==> src/rtl/fmul_iter_if.sv <==
// Operand-issue / result-writeback bundle for fmul_iter.
// Handshake: a transfer happens on a rising clk edge where valid && ready; the source holds its payload stable until then.
interface fmul_iter_if #(
    parameter int EXP_W = 8,
    parameter int MAN_W = 23
);
    localparam int W = 1 + EXP_W + MAN_W;

    logic         in_valid;
    logic         in_ready;
    logic [W-1:0] op_a;
    logic [W-1:0] op_b;
    logic         round_mode;
    logic         out_valid;
    logic         out_ready;
    logic [W-1:0] re;
    logic [3:0]   flags;

    modport master (
        output in_valid, op_a, op_b, round_mode, out_ready,
        input  in_ready, out_valid, re, flags
    );

    modport slave (
        input  in_valid, op_a, op_b, round_mode, out_ready,
        output in_ready, out_valid, re, flags
    );
endinterface

==> src/rtl/fmul_iter.sv <==
// Multi-cycle floating-point multiplier: shift-add mantissa product, one normalise
// cycle and one round cycle, with special operands resolved at issue.
module fmul_iter #(
    parameter int EXP_W = 8,
    parameter int MAN_W = 23
) (
    input  logic       clk,
    input  logic       rst_n,
    fmul_iter_if.slave bus,
    output logic [2:0] state_o
);
    localparam int W  = 1 + EXP_W + MAN_W;
    localparam int M  = MAN_W + 1;
    localparam int P  = 2 * M;
    localparam int XW = EXP_W + 2;
    localparam int CW = $clog2(M + 1);

    localparam logic [EXP_W-1:0]        EXP_ONES = '1;
    localparam logic [EXP_W-1:0]        EXP_MAXF = EXP_ONES - 1'b1;
    localparam logic signed [XW-1:0]    BIAS     = XW'(2 ** (EXP_W - 1) - 1);
    localparam logic signed [XW-1:0]    EMAX     = XW'(2 ** EXP_W - 1);
    localparam logic signed [XW-1:0]    EZERO    = '0;
    localparam logic [W-1:0]            QNAN     = {1'b0, EXP_ONES, 1'b1, {(MAN_W-1){1'b0}}};

    typedef enum logic [2:0] {
        IDLE = 3'd0,
        MUL  = 3'd1,
        NORM = 3'd2,
        RND  = 3'd3,
        OUT  = 3'd4
    } state_t;

    state_t                 state_q;
    logic                   sign_q;
    logic                   rm_q;
    logic [P-1:0]           mcand_q;
    logic [M-1:0]           mplier_q;
    logic [P-1:0]           acc_q;
    logic [CW-1:0]          cnt_q;
    logic signed [XW-1:0]   exp_q;
    logic [MAN_W-1:0]       frac_q;
    logic                   guard_q;
    logic                   sticky_q;
    logic [W-1:0]           re_q;
    logic [3:0]             flags_q;

    // Operand classification on the live bus, used only in the accepting cycle
    logic                   a_sign, b_sign, in_sign;
    logic [EXP_W-1:0]       a_exp, b_exp;
    logic [MAN_W-1:0]       a_frac, b_frac;
    logic                   a_nan, b_nan, a_snan, b_snan;
    logic                   a_inf, b_inf, a_zero, b_zero, special;
    logic signed [XW-1:0]   exp_init;

    assign a_sign  = bus.op_a[W-1];
    assign b_sign  = bus.op_b[W-1];
    assign a_exp   = bus.op_a[W-2:MAN_W];
    assign b_exp   = bus.op_b[W-2:MAN_W];
    assign a_frac  = bus.op_a[MAN_W-1:0];
    assign b_frac  = bus.op_b[MAN_W-1:0];
    assign in_sign = a_sign ^ b_sign;
    assign a_nan   = (&a_exp) && (|a_frac);
    assign b_nan   = (&b_exp) && (|b_frac);
    assign a_snan  = a_nan && !a_frac[MAN_W-1];
    assign b_snan  = b_nan && !b_frac[MAN_W-1];
    assign a_inf   = (&a_exp) && !(|a_frac);
    assign b_inf   = (&b_exp) && !(|b_frac);
    assign a_zero  = (a_exp == '0);
    assign b_zero  = (b_exp == '0);
    assign special = a_nan || b_nan || a_inf || b_inf || a_zero || b_zero;
    assign exp_init = $signed({2'b00, a_exp}) + $signed({2'b00, b_exp}) - BIAS;

    logic [W-1:0] spec_re;
    logic [3:0]   spec_flags;

    always_comb begin
        spec_re    = '0;
        spec_flags = '0;
        if (a_nan || b_nan) begin
            spec_re    = QNAN;
            spec_flags = {a_snan || b_snan, 3'b000};
        end else if ((a_inf && b_zero) || (a_zero && b_inf)) begin
            spec_re    = QNAN;
            spec_flags = 4'b1000;
        end else if (a_inf || b_inf) begin
            spec_re = {in_sign, EXP_ONES, {MAN_W{1'b0}}};
        end else begin
            spec_re = {in_sign, {(W-1){1'b0}}};
        end
    end

    // Product lies in [1,4): bit P-1 set means the value is >= 2
    logic [MAN_W-1:0]     norm_frac;
    logic                 norm_guard;
    logic                 norm_sticky;
    logic signed [XW-1:0] norm_exp;

    always_comb begin
        norm_frac   = '0;
        norm_guard  = 1'b0;
        norm_sticky = 1'b0;
        if (acc_q[P-1]) begin
            norm_frac   = acc_q[P-2 -: MAN_W];
            norm_guard  = acc_q[P-2-MAN_W];
            norm_sticky = |acc_q[P-3-MAN_W:0];
        end else begin
            norm_frac   = acc_q[P-3 -: MAN_W];
            norm_guard  = acc_q[P-3-MAN_W];
            norm_sticky = |acc_q[P-4-MAN_W:0];
        end
        norm_exp = exp_q + $signed({{(XW-1){1'b0}}, acc_q[P-1]});
    end

    logic                 rnd_inc;
    logic [MAN_W:0]       rnd_sum;
    logic signed [XW-1:0] rnd_exp;
    logic [W-1:0]         rnd_re;
    logic [3:0]           rnd_flags;

    always_comb begin
        rnd_inc   = !rm_q && guard_q && (sticky_q || frac_q[0]);
        rnd_sum   = {1'b0, frac_q} + {{MAN_W{1'b0}}, rnd_inc};
        rnd_exp   = exp_q + $signed({{(XW-1){1'b0}}, rnd_sum[MAN_W]});
        rnd_re    = {sign_q, rnd_exp[EXP_W-1:0], rnd_sum[MAN_W-1:0]};
        rnd_flags = {3'b000, guard_q || sticky_q};
        if (rnd_exp >= EMAX) begin
            rnd_flags = 4'b0101;
            rnd_re    = rm_q ? {sign_q, EXP_MAXF, {MAN_W{1'b1}}}
                             : {sign_q, EXP_ONES, {MAN_W{1'b0}}};
        end else if (rnd_exp <= EZERO) begin
            rnd_flags = 4'b0011;
            rnd_re    = {sign_q, {(W-1){1'b0}}};
        end
    end

    always_ff @(posedge clk) begin
        if (!rst_n) begin
            state_q  <= IDLE;
            sign_q   <= 1'b0;
            rm_q     <= 1'b0;
            mcand_q  <= '0;
            mplier_q <= '0;
            acc_q    <= '0;
            cnt_q    <= '0;
            exp_q    <= '0;
            frac_q   <= '0;
            guard_q  <= 1'b0;
            sticky_q <= 1'b0;
            re_q     <= '0;
            flags_q  <= '0;
        end else begin
            case (state_q)
                IDLE: begin
                    if (bus.in_valid) begin
                        sign_q   <= in_sign;
                        rm_q     <= bus.round_mode;
                        mcand_q  <= {{M{1'b0}}, 1'b1, a_frac};
                        mplier_q <= {1'b1, b_frac};
                        acc_q    <= '0;
                        cnt_q    <= '0;
                        exp_q    <= exp_init;
                        if (special) begin
                            re_q    <= spec_re;
                            flags_q <= spec_flags;
                            state_q <= OUT;
                        end else begin
                            state_q <= MUL;
                        end
                    end
                end
                MUL: begin
                    if (mplier_q[0]) begin
                        acc_q <= acc_q + mcand_q;
                    end
                    mcand_q  <= mcand_q << 1;
                    mplier_q <= mplier_q >> 1;
                    cnt_q    <= cnt_q + 1'b1;
                    if (cnt_q == CW'(M - 1)) begin
                        state_q <= NORM;
                    end
                end
                NORM: begin
                    frac_q   <= norm_frac;
                    guard_q  <= norm_guard;
                    sticky_q <= norm_sticky;
                    exp_q    <= norm_exp;
                    state_q  <= RND;
                end
                RND: begin
                    re_q    <= rnd_re;
                    flags_q <= rnd_flags;
                    state_q <= OUT;
                end
                OUT: begin
                    if (bus.out_ready) begin
                        state_q <= IDLE;
                    end
                end
                default: state_q <= IDLE;
            endcase
        end
    end

    assign bus.in_ready  = (state_q == IDLE);
    assign bus.out_valid = (state_q == OUT);
    assign bus.re        = re_q;
    assign bus.flags     = flags_q;
    assign state_o       = state_q;
endmodule

==> src/flat_wrapper.sv <==
// flat-port wrapper written by rule: the top's interface ports become plain ports
module fmul_iter_flat 
#(
    parameter int EXP_W = 8,
    parameter int MAN_W = 23
)
  (clk, rst_n, state_o, bus_in_valid, bus_op_a, bus_op_b, bus_round_mode, bus_out_ready, bus_in_ready, bus_out_valid, bus_re, bus_flags);
  fmul_iter_if #(.EXP_W(EXP_W), .MAN_W(MAN_W)) bus_i ();
  input  logic clk;
  input  logic rst_n;
  output logic [2:0] state_o;
  input wire logic [$bits(bus_i.in_valid)-1:0] bus_in_valid;
  input wire logic [$bits(bus_i.op_a)-1:0] bus_op_a;
  input wire logic [$bits(bus_i.op_b)-1:0] bus_op_b;
  input wire logic [$bits(bus_i.round_mode)-1:0] bus_round_mode;
  input wire logic [$bits(bus_i.out_ready)-1:0] bus_out_ready;
  output wire logic [$bits(bus_i.in_ready)-1:0] bus_in_ready;
  output wire logic [$bits(bus_i.out_valid)-1:0] bus_out_valid;
  output wire logic [$bits(bus_i.re)-1:0] bus_re;
  output wire logic [$bits(bus_i.flags)-1:0] bus_flags;
  assign bus_i.in_valid = bus_in_valid;
  assign bus_i.op_a = bus_op_a;
  assign bus_i.op_b = bus_op_b;
  assign bus_i.round_mode = bus_round_mode;
  assign bus_i.out_ready = bus_out_ready;
  assign bus_in_ready = bus_i.in_ready;
  assign bus_out_valid = bus_i.out_valid;
  assign bus_re = bus_i.re;
  assign bus_flags = bus_i.flags;
  fmul_iter #(.EXP_W(EXP_W), .MAN_W(MAN_W)) u_core (.clk(clk), .rst_n(rst_n), .bus(bus_i), .state_o(state_o));
endmodule
==> config.mk <==
export PLATFORM = sky130hd
export DESIGN_NAME = fmul_iter_flat
export DESIGN_NICKNAME = d
export VERILOG_FILES = /design/src/rtl/fmul_iter_if.sv /design/src/rtl/fmul_iter.sv /design/src/flat_wrapper.sv
export SDC_FILE = /design/constraint.sdc
export NUM_CORES = 1
export LEC_CHECK = 0
export BUFFER_PORTS_ARGS = -buffer_cell sky130_fd_sc_hd__buf_2
export CELL_PAD_IN_SITES_DETAIL_PLACEMENT = 1
export CELL_PAD_IN_SITES_GLOBAL_PLACEMENT = 2
export CORE_MARGIN = 2
export CORE_UTILIZATION = 33
export DETAILED_ROUTE_END_ITERATION = 8
export PLACE_DENSITY_LB_ADDON = 0.2
export SLEW_MARGIN = 20
export SYNTH_ARGS = -nofsm -noshare
export SYNTH_HDL_FRONTEND = slang
export SYNTH_SLANG_ARGS = --single-unit
==> constraint.sdc <==
create_clock -name clk -period 4.06 [get_ports clk]
set_clock_uncertainty 0.2 [all_clocks]
set_input_delay 0 -clock clk [delete_from_list [all_inputs] [get_ports clk]]
set_output_delay 0 -clock clk [all_outputs]
set_load 0.01 [all_outputs]
==> run metrics, run 1 <==
R2R depth 18; Crit Reg-Reg Startpoint u_core.sticky_q; Hold Crit Depth 5; hold endpoint u_core.exp_q[1]; routability cong. 0.8443; Synth Register Bits 201; Slew Limit Fails 0; reg-to-reg slack, setup 0.21 ns; Critical Path RT between 4 and 5 ns; Clk Latency, worst-skew pair around 0.52 ns; first-pass GRT wire length 61510 um; unique cell type count in the Yosys netlist 76; Core Area 35660 um2; initial antenna violation count 0; Ys Warns 0; top_reg_cell synth dfxtp_1; pin count of the biggest net entering global routing just over 60; ys async rst share 0; Gate Count Post-Synth 1499; Max Clk Rate around 260 MHz; setup violators final 0; I/O Buffers 109; leakage 0.006152 uW; gr usage total 0.1958; Startpoint Class flop; Vias/cell 5.330; P&R area growth vs syn 20.76%; ant diodes 0; power consumption between 6000 and 7000 uW; drt pass-1 iters 5; H-tree Lvls 1; sequential area share after synthesis 0.3353; Congestion Overflow GR 0; nets@finish 1750; crit path max fanout 23; Placed Cells 1987; Antenna Nets Post-Route 0; # rows approximately 70; Peak VDD IR between 200 and 300 uV; netlist area before placement 12000 um2; net count after synthesis 1633; Tcrit/Tclk final 0.9478; pwr dens 418.7 nW/um2; clk buf depth 3; io pins between 100 and 150; final wirelength 37430 um; critical path arrival 4.10 ns; outcome finished, final reports clean; Post-DP HPWL 26730 um; r2r endpoint u_core.bus.re[18]; Worst Max-Slew Pin Slew ~0.94 ns; routed len/inst 17.88 um; WHS about 0.031 ns; CP startpoint u_core.sticky_q; Hold Crit Class input port to flop; share of layout cells above drive strength 1 0.1366; clock root buffer clkbuf_16; EDFF count, synth 0; Finished Core Util 0.4064; die area between 30000 and 40000 um2; via count 11160; WS Path Type flop to flop; Die W 194.7 um; clock-pin slew on the worst setup and hold paths 0.06 ns; drt initial violations 449; Fin Setup TNS 0 ns; Non-Filler Instances 2094; CTS tree built; endpoint type of the worst setup path flop; max_cap viols 0; # DRC 0; Starting Density 0.3366; Syn Area/Cell 8.006 um2; Clock Sink Count roughly 200; vias in the first global route 11600; Num CTS Buffers 25; Slew HR 0.3732; HP Start bus_op_b[24]; min Tclk post-route between 3 and 4 ns; chip height about 200 um; final-report hold violation count 0
[report_power, final]
| part | internal (uW) | total, uW | switching, uW |
|---|---|---|---|
| logic | 523 | 1330 | 803 |
| clock network | 1530 | 2410 | 881 |
| registers | 2150 | 2330 | 180 |
[what timing repair did]
item | in CTS | in global routing
endpoints found under the hold margin | 94 | 0
hold buffers | 59 | 0
gates resized for setup | 8 | 13
setup buffers | 1 | 2
pin swaps | 2 | 4
endpoints found under the setup margin | 28 | 32
[per-stage QoR]
step | cell area, um2 | worst slack (ns)
2_1_floorplan | 12000 | 0.07019
3_3_place_gp | 12850 | 0.03782
3_5_place_dp | 12850 | -0.1092
4_1_cts | 14380 | 0.05544
5_1_grt | 14490 | -0.02179
6_report | 14490 | 0.2121
[metal layers]
layer,GRT usage,vias to the layer above,share of wire
met2,0.3381,135,0.47
li1,-,5631,-
met3,0.02186,42,0.027
met1,0.2627,5354,0.48
met5,0,-,0
met4,0.04188,0,0.019
[sequential cells by signal, indices dropped and copies added, names as in the netlist, 3 cells and up]
| name | count |
|---|---|
| u_core.exp_q | 10 |
| u_core.acc_q | 48 |
| u_core.bus.flags | 4 |
| u_core.frac_q | 23 |
| u_core.mplier_q | 24 |
| u_core.mcand_q | 48 |
| u_core.state_o | 3 |
| u_core.cnt_q | 5 |
| u_core.bus.re | 32 |
[worst max path at each step]
stage / slack [ns] / cells past startpoint / to
detailed placement: -0.11 / 18 / u_core.bus.re[21]
global placement: 0.04 / 18 / u_core.bus.re[18]
global route: -0.02 / 18 / u_core.bus.re[18]
floorplan: 0.07 / 19 / u_core.bus.re[26]
CTS: 0.06 / 18 / u_core.bus.re[21]
finish: 0.21 / 18 / u_core.bus.re[18]
[cells by family (layout without fill, tap and decap cells)]
kind of cell,count (synthesis),count (layout),synth area share
AOI/OAI and AO/OA,414,414,0.2432
muxes,29,29,0.02429
and+or+nand+nor,578,578,0.2193
xor gates and xnor gates,83,83,0.06058
DFF,201,201,0.3353
adders and majority gates,65,65,0.06902
buffers and inverters,129,263,0.04827
[worst max-delay path, cell delays in order, from the launching register on]
cell and delay, ns:
dfxtp_1 0.34, nor2_1 0.07, nor3b_2 0.19, ha_2 0.21, and4_1 0.22, and4_1 0.25, nand3_2 0.13, nor2_4 0.14
and3_4 0.20, ha_4 0.15, ha_4 0.14, xor2_2 0.15, and3_1 0.17, nand3_1 0.08, o41a_1 0.42, or2_4 0.28
buf_6 0.17, a21boi_0 0.13, o21ai_0 0.13
[cell type report]
type | instances | area [um2]
Tap cell | 461 | 576.8
Fill cell | 4262 | 21160
Multi-Input combinational cell | 1169 | 7515
Sequential cell | 201 | 4024
Timing Repair Buffer | 197 | 1386
Clock inverter | 6 | 112.6
Clock buffer | 38 | 794.5
Inverter | 22 | 82.58
[synth_stat cells (4+ instances only)]
library cell	instances	share of area
nand2_1	228	0.071
o21bai_1	8	0.0050
nand4_1	19	0.0099
buf_2	7	0.0029
inv_1	22	0.0069
dfxtp_1	201	0.34
o21ai_0	69	0.029
ha_1	63	0.066
and3_1	16	0.0083
a221oi_1	5	0.0036
nor4_1	19	0.0099
a21boi_0	28	0.018
nor2b_1	28	0.015
a22o_1	25	0.018
or3_1	4	0.0021
a31oi_1	17	0.0089
a21oi_1	76	0.032
a21o_1	31	0.019
a22oi_1	25	0.016
buf_1	5	0.0016
mux2i_1	28	0.023
nand2b_1	7	0.0036
and2_1	4	0.0021
o211a_1	27	0.023
o21a_1	8	0.0050
nand3_1	86	0.036
nor3_1	15	0.0063
a211oi_1	32	0.020
xnor2_1	44	0.032
xor2_1	39	0.028
clkbuf_8	6	0.0069
clkbuf_1	85	0.027
a311oi_1	23	0.017
nor2_1	132	0.041
[cells in the final DEF (no fill, tap or decap), drive strengths merged, types with 28 or more instances in the layout]
| cell | n |
|---|---|
| mux2i | 28 |
| clkbuf | 38 |
| dfxtp | 201 |
| buf | 138 |
| a21oi | 77 |
| xnor2 | 44 |
| a211oi | 33 |
| a21o | 34 |
| xor2 | 39 |
| ha | 63 |
| nor2b | 28 |
| nand3 | 86 |
| o21ai | 75 |
| dlygate4sd3 | 59 |
| nor2 | 134 |
| nand2 | 228 |
| a21boi | 28 |
Power figures use the tool's default switching activity.
==> run 2: changes to the inputs <==
- PLACE_DENSITY: default -> 0.89
- PLACE_DENSITY_LB_ADDON: 0.2 -> default
==> run metrics, run 2 (same netlist as run 1, synthesis figures left out) <==
drt initial violations 536; most common cell after layout, fill and taps aside nand2_1; pin count of the biggest net entering global routing 87; io pins 110; most frequent cells in the layout 226 x nand2_1, 199 x dfxtp_1, 130 x nor2_1; Post-DP HPWL 26310 um; Die W 194.7 um; Tcrit/Tclk final 0.9585; via count 11400; Starting Density 0.3366; Max Clk Rate 257.0 MHz; power consumption 5877 uW; clock root buffer clkbuf_16; Finished Core Util 0.4060; setup violators final 0; Slew Limit Fails 0; endpoint type of the worst setup path flop; Num CTS Buffers 25; Slew HR 0.2844; P&R area growth vs syn 20.64%; vias in the first global route 11950; Antenna Nets Post-Route 0; initial antenna violation count 1; WHS 0.04969 ns; outcome finished, final reports clean; die area 37910 um2; Worst Max-Slew Pin Slew ~1.1 ns; Startpoint Class flop; met3 usage 0.02013; Fin Setup TNS 0 ns; routability cong. 0.8884; # rows 69; Clk Latency, worst-skew pair 0.52 ns; H-tree Lvls 1; # DRC 0; WS Path Type flop to flop; first-pass GRT wire length 61850 um; crit path max fanout 5; share of layout cells above drive strength 1 0.1348; routed len/inst 17.93 um; met2 layer usage reported by global route 0.3498; reg-to-reg slack, setup 0.17 ns; min Tclk post-route 3.892 ns; clock-pin slew on the worst setup and hold paths 0.06 ns; Congestion Overflow GR 0; critical path arrival 4.10 ns; busiest grt layer met2; gr usage total 0.1948; Hold Crit Class input port to flop; CTS tree built; I/O Buffers 109; pwr dens 406.0 nW/um2; Vias/cell roughly 5.4; met1 Use GR 0.2547; max_cap viols 0; worst slack at placement -0.1821 ns; final-report hold violation count 0; clk buf depth 3; Clock Sink Count ~200; Core Area 35660 um2; drt pass-1 iters 5; chip height 194.7 um; setup ws final 0.1684 ns; Critical Path RT between 4 and 5 ns; nets@finish 1759; Peak VDD IR roughly 280 uV; final wirelength ~38000 um; leakage 0.006155 uW
[run 2: worst max-delay path: stages (launching register included)]
cell and delay, ns:
dfxtp_2 0.34, nor2_1 0.05, nor3b_2 0.16, ha_2 0.19, and4_1 0.22, and4_4 0.24
nand3_2 0.09, nor2_2 0.15, and3_4 0.21, ha_4 0.15, ha_4 0.15, xor2_2 0.18
and3_1 0.20, nand3_1 0.09, o41a_1 0.44, nor2_2 0.21, nor4b_4 0.09, buf_4 0.21
a22o_1 0.19
[run 2: area by class of cell]
type / instances / area, um2
Fill cell: 4303 / 21180
Multi-Input combinational cell: 1169 / 7538
Sequential cell: 201 / 4026
Timing Repair Buffer: 206 / 1470
Clock buffer: 33 / 685.7
Tap cell: 461 / 576.8
Clock inverter: 8 / 95.09
Inverter: 22 / 82.58
Antenna cell: 1 / 2.502
[run 2: per-stage QoR]
step,area (um2),instances
final,14480,2101
after global placement,12820,1983
after global routing,14480,2101
after detailed placement,12820,1983
after CTS,14330,2094
after floorplan,12000,1499
[run 2: worst paths after layout]
| check | from | end | cells past startpoint |
|---|---|---|---|
| setup / recovery | u_core.sticky_q | u_core.bus.re[6] | 18 |
| hold / removal | bus_op_a[28] | u_core.exp_q[5] | 6 |
| setup reg to reg | u_core.sticky_q | u_core.bus.re[6] | 18 |
| hold reg to reg | u_core.mplier_q[23] | u_core.mplier_q[23] | 2 |
[run 2: what timing repair did]
item / in CTS / in global routing
gates cloned: 0 / 2
resized for setup: 6 / 25
endpoints found under the setup margin: 29 / 32
hold buffers: 69 / 0
pin swaps: 2 / 7
endpoints found under the hold margin: 72 / 0
buffers inserted: 1 / 4
[run 2: layer usage]
metal | up-vias | wire length [um]
li1 | 5646 | -
met1 | 5581 | 18020
met2 | 131 | 18310
met3 | 38 | 861
met4 | 0 | 478
met5 | - | 0
[run 2: report_power, final]
| part | leakage (uW) | switching (uW) | internal, uW |
|---|---|---|---|
| registers | 0.00163 | 191 | 2150 |
| logic | 0.00414 | 818 | 552 |
| clock network | 0.000380 | 863 | 1300 |
